==> src/rtl/mem_arbiter_rr.sv <==
// Multi-port cacheline arbiter in front of a single memory port.
// Default policy is fixed priority; define ARB_ROUND_ROBIN_EN for round-robin.
//
// state   | meaning
// IDLE    | no transaction, arbitrate among requesting ports
// BUSY    | latched request presented to memory, waiting for mem_resp
// RELEASE | one dead cycle so the served port can drop its request
module mem_arbiter_rr #(
  parameter int NUM_PORTS  = 2,
  parameter int LINE_WIDTH = 256,
  parameter int ADDR_WIDTH = 32
) (
  input  logic                             clk,
  input  logic                             rst,
  input  logic [NUM_PORTS-1:0]             port_read,
  input  logic [NUM_PORTS-1:0]             port_write,
  input  logic [NUM_PORTS*ADDR_WIDTH-1:0]  port_address,
  input  logic [NUM_PORTS*LINE_WIDTH-1:0]  port_wdata,
  output logic [NUM_PORTS-1:0]             port_resp,
  output logic [LINE_WIDTH-1:0]            port_rdata,
  output logic                             mem_read,
  output logic                             mem_write,
  output logic [ADDR_WIDTH-1:0]            mem_address,
  output logic [LINE_WIDTH-1:0]            mem_wdata,
  input  logic [LINE_WIDTH-1:0]            mem_rdata,
  input  logic                             mem_resp
);

  localparam int GW = (NUM_PORTS > 1) ? $clog2(NUM_PORTS) : 1;

  typedef enum logic [1:0] {
    IDLE    = 2'd0,
    BUSY    = 2'd1,
    RELEASE = 2'd2
  } state_t;

  state_t                  state;
  logic [GW-1:0]           grant;
  logic [GW-1:0]           last_grant;
  logic [GW-1:0]           winner;
  logic                    found;
  logic [ADDR_WIDTH-1:0]   addr_q;
  logic [LINE_WIDTH-1:0]   wdata_q;
  logic [LINE_WIDTH-1:0]   rdata_q;
  logic                    write_q;
  logic [NUM_PORTS-1:0]    req;
  logic                    any_req;
  logic                    resp_hit;

  assign req     = port_read | port_write;
  assign any_req = |req;

`ifdef ARB_ROUND_ROBIN_EN
  // Search upward from the port after the previous winner, wrapping around.
  always_comb begin
    winner = '0;
    found  = 1'b0;
    for (int k = 1; k <= NUM_PORTS; k++) begin
      logic [GW-1:0] idx;
      idx = GW'((int'(last_grant) + k) % NUM_PORTS);
      if (!found && req[idx]) begin
        winner = idx;
        found  = 1'b1;
      end
    end
  end
`else
  always_comb begin
    winner = '0;
    found  = 1'b0;
    for (int k = 0; k < NUM_PORTS; k++) begin
      logic [GW-1:0] idx;
      idx = GW'(k);
      if (!found && req[idx]) begin
        winner = idx;
        found  = 1'b1;
      end
    end
  end

  // last_grant is kept up to date but has no effect on fixed priority.
  logic unused_last_grant;
  assign unused_last_grant = ^last_grant;
`endif

  always_ff @(posedge clk) begin
    if (rst) begin
      state      <= IDLE;
      last_grant <= GW'(NUM_PORTS - 1);
      grant      <= '0;
      addr_q     <= '0;
      wdata_q    <= '0;
      rdata_q    <= '0;
      write_q    <= 1'b0;
    end else begin
      case (state)
        IDLE: begin
          if (any_req) begin
            grant      <= winner;
            last_grant <= winner;
            addr_q     <= port_address[winner*ADDR_WIDTH +: ADDR_WIDTH];
            wdata_q    <= port_wdata[winner*LINE_WIDTH +: LINE_WIDTH];
            // A port asserting both read and write is served as a write.
            write_q    <= port_write[winner];
            state      <= BUSY;
          end
        end
        BUSY: begin
          if (mem_resp) begin
            rdata_q <= mem_rdata;
            state   <= RELEASE;
          end
        end
        RELEASE: begin
          state <= IDLE;
        end
        default: begin
          state <= IDLE;
        end
      endcase
    end
  end

  // Completion is recognised only while a transaction is outstanding.
  assign resp_hit = (state == BUSY) && mem_resp && !rst;

  always_comb begin
    port_resp = '0;
    if (resp_hit) begin
      port_resp[grant] = 1'b1;
    end
  end

  assign port_rdata  = resp_hit ? mem_rdata : rdata_q;
  assign mem_read    = (state == BUSY) && !write_q && !mem_resp;
  assign mem_write   = (state == BUSY) &&  write_q && !mem_resp;
  assign mem_address = addr_q;
  assign mem_wdata   = wdata_q;

endmodule

==> config.mk <==
export PLATFORM = sky130hd
export DESIGN_NAME = mem_arbiter_rr
export DESIGN_NICKNAME = d
export VERILOG_FILES = /design/src/rtl/mem_arbiter_rr.sv
export SDC_FILE = /design/constraint.sdc
export NUM_CORES = 2
export LEC_CHECK = 0
export CAP_MARGIN = 5
export CORE_AREA = 2 2 547 549
export CTS_BUF_LIST = sky130_fd_sc_hd__clkbuf_2
export DETAILED_ROUTE_END_ITERATION = 10
export DIE_AREA = 0 0 549 551
export DONT_BUFFER_PORTS = 1
export SYNTH_ARGS = -nofsm -noshare
export SYNTH_HDL_FRONTEND = slang
export SYNTH_SLANG_ARGS = --single-unit
==> constraint.sdc <==
create_clock -name clk -period 2 [get_ports clk]
set_input_delay 0.1 -clock clk [delete_from_list [all_inputs] [get_ports clk]]
set_output_delay 0.1 -clock clk [all_outputs]
set_load 0.1 [all_outputs]
==> metrics.md <==
| Metric | Value |
|---|---|
| IO Pins | `1387` |
| Clock Latency Late Sink | `1.56 ns` |
| Width of the die | `around 550 um` |
| Multi-input logic area | `about 0.013 mm2` |
| CP dominant cell by count | `buf_12` |
| DR vias/cell | `3.79` |
| Max cap viols | `0` |
| Mapped Avg Cell Area | `about 8.6 um2` |
| Yosys warnings | `0` |
| Max Freq | `slightly below 300 MHz` |
| Pre-CTS WS | `-0.0559 ns` |
| Wire length per cell | `roughly 35 um` |
| Largest net degree at the start of global routing | `294` |
| Final-stage net count | `~5400` |
| Max-slew headroom | `0.468` |
| Initial Utilization | `0.0795` |
| Area Growth Syn to Fin | `149%` |
| Worst slew pin tran | `0.799 ns` |
| Ranking of synthesized cells by area | `dfxtp_1 (47%), nand2_1 (12%), o221a_1 (11%)` |
| Std-Cell Rows | `200` |
| Yosys top cell area share | `0.466` |
| Vias in the first global route | `about 32000` |
| Vias | `around 33000` |
| Pre-Repair DR Iteration Count | `6` |
| Peak VDD IR | `slightly above 0.4 mV` |
| Slew Limit Fails | `0` |
| Post-DP HPWL | `223000 um` |
| Area leader, netlist | `dfxtp_1` |
| # clock sinks | `between 500 and 600` |
| Antenna viol nets, final | `0` |
| Most frequent cells in the layout | `dlygate4sd3_1 (1128), buf_12 (604), nand2_1 (325), nand2_4 (313), inv_1 (291)` |
| PortBufs | `0` |
| Core area | `approximately 0.30 mm2` |
| Cell count after synthesis | `around 2700` |
| Buffer depth of the longest clock path | `4` |
| GRT overflow | `0` |
| RD Place Congestion | `around 1.2` |
| Critical path class | `flip-flop to primary output` |
| Die Y | `between 500 and 600 um` |
| Minimum period implied by the final worst setup slack | `between 3 and 4 ns` |
| Net Count, Synth | `approximately 3600` |
| Final WL | `~300000 um` |
| GR Util All Layers | `0.186` |
| Drt initial violations | `~3200` |
| Tcrit/Tclk final | `1.71` |
| Crit-path max FO | `11` |
| Commonest non-fill, non-tap cell in the layout | `dlygate4sd3_1` |
| TritonCTS clock tree | `built` |
| H-Tree Depth | `4` |
| Share of layout cells above drive strength 1 | `0.400` |
| Num CTS Buffers | `170` |
| Fin Hold WS | `-1.33 ns` |
| Critical Path Slowest Stage Cell | `dfxtp_2` |
| # DRC | `0` |
| Crit. End Element | `primary output` |
| Die Footprint | `roughly 0.30 mm2` |
| Setup TNS | `-398.24 ns` |
| Setup slack after layout | `-1.42 ns` |
| Register area | `roughly 0.011 mm2` |
| CTS Root Cell | `clkbuf_2` |
| Distinct cells, synth | `25` |
| Final Hold Fails | `548` |
| Register area share after synthesis | `0.466` |
| Initial antenna violation count | `between 200 and 250` |
| LEAKAGE | `between 20 and 25 nW` |
| RSZ-0062 raised after global routing | `true` |
| Worst clock skew | `~0.24 ns` |
| First-pass GRT wire length | `362000 um` |
| Crit path arrival time | `3.32 ns` |
| Status | `finished with violations` |
| Hold/Removal Path Class | `input pin to flip-flop` |
| Failing checks | `negative hold slack, negative setup slack` |
| Clk pin slew, worst setup/hold paths | `approximately 0.080 ns` |
| Critical Path, Cell by Cell | `buf_6 -> nand4bb_4 -> inv_8 -> buf_12 -> buf_16 -> clkbuf_16 -> nand2_1 -> nand2_2 -> buf_12` |
| Max incr delay on CP | `0.34 ns` |
| Power Density | `721 mW/mm2` |
| Mapped Area | `0.0235 mm2` |
| Worst Path Required | `1.90 ns` |
| Final setup viols | `between 700 and 800` |
| Fillers | `32000` |
| Post-synthesis register bit count | `approximately 550` |
| Startpoint Class | `flip-flop` |
-- flip-flops by register name (all words and copies together), names as in the netlist --
name	flops
mem_address	32
rdata_q	256
write_q	1
state	2
mem_wdata	256
grant	1
-- where the power goes --
part	total, W	leakage (nW)	switching, W	internal, W
registers	0.0128	4.61	0.000833	0.0119
logic	0.0200	18.6	0.0127	0.00728
clock network	0.00951	1.09	0.00614	0.00337
-- layout make-up --
class | count | share of cell area
antenna | 132 | 0.00563
clock buffer | 229 | 0.0195
clock inverter | 51 | 0.00491
inverter | 292 | 0.0188
multi-input combinational | 1619 | 0.224
sequential | 548 | 0.196
tap | 3939 | 0.0840
timing repair buffer | 1954 | 0.447
-- metrics by stage --
stage          hold slack (ns)  total power (W)  cell area [um2]  std cells  utilization
6_report                 -1.33           0.0423            58700       8764        0.198
5_1_grt                  -1.67           0.0438            58500       8717        0.198
4_1_cts                  -1.75           0.0401            52300       8508        0.176
3_5_place_dp             0.236           0.0275            37000       7077        0.125
3_3_place_gp             0.234           0.0275            37000       7077        0.125
2_1_floorplan            0.217           0.0222            24200       2732            -
-- per-layer routing --
layer  GRT usage  vias up  routed length, um
met4      0.0744       92              16200
met5     0.00360        -                821
met1       0.221    16200             120000
met2       0.282     2356             128000
li1            -    13800                  -
met3      0.0928      764              37300
-- repair_timing --
action                                   CTS  global route
hold buffers                            1052            76
endpoints found under the hold margin    548           548
pin swaps                                200           218
buffers inserted                          65            54
gates resized for setup                  403          1403
cloned                                    37            10
endpoints found under the setup margin   814           885
-- Yosys cell counts (all sizes together) --
cell and n:
a2111oi 1, nand4bb 1, nor4bb 1, a211oi 1, or4 2, a221oi 1, buf 91, nor2 5
o221a 288, o21ai 1, clkbuf 182, nor4b 1, a21oi 2, a31oi 289, nand2 768, dfxtp 548
or2 1, and2 1, a22o 256, inv 292
-- critical path, delay by kind of cell (launching register included) --
kind | cells | cell delay [ns]
buf+inv | 6 | 0.99
flops | 1 | 0.34
simple gates | 3 | 0.37
-- logic make-up (layout without fill, tap and decap cells) --
family,count (synthesis),in the layout,share of synthesized area
compound gates,839,839,0.312
flops,548,548,0.466
simple gates,780,780,0.126
other cells,0,132,0
buf+inv,565,2526,0.0968
-- worst paths after layout --
check | start | to | slack [ns] | depth (start not counted)
hold / removal | mem_resp | state[0] | -1.33 | 1
setup reg to reg | state[0] | mem_address[19] | -0.23 | 10
hold reg to reg | rdata_q[167] | rdata_q[167] | 0.48 | 1
setup / recovery | state[0] | port_rdata[88] | -1.42 | 9
Note: power is estimated with default switching activity, not from simulation.
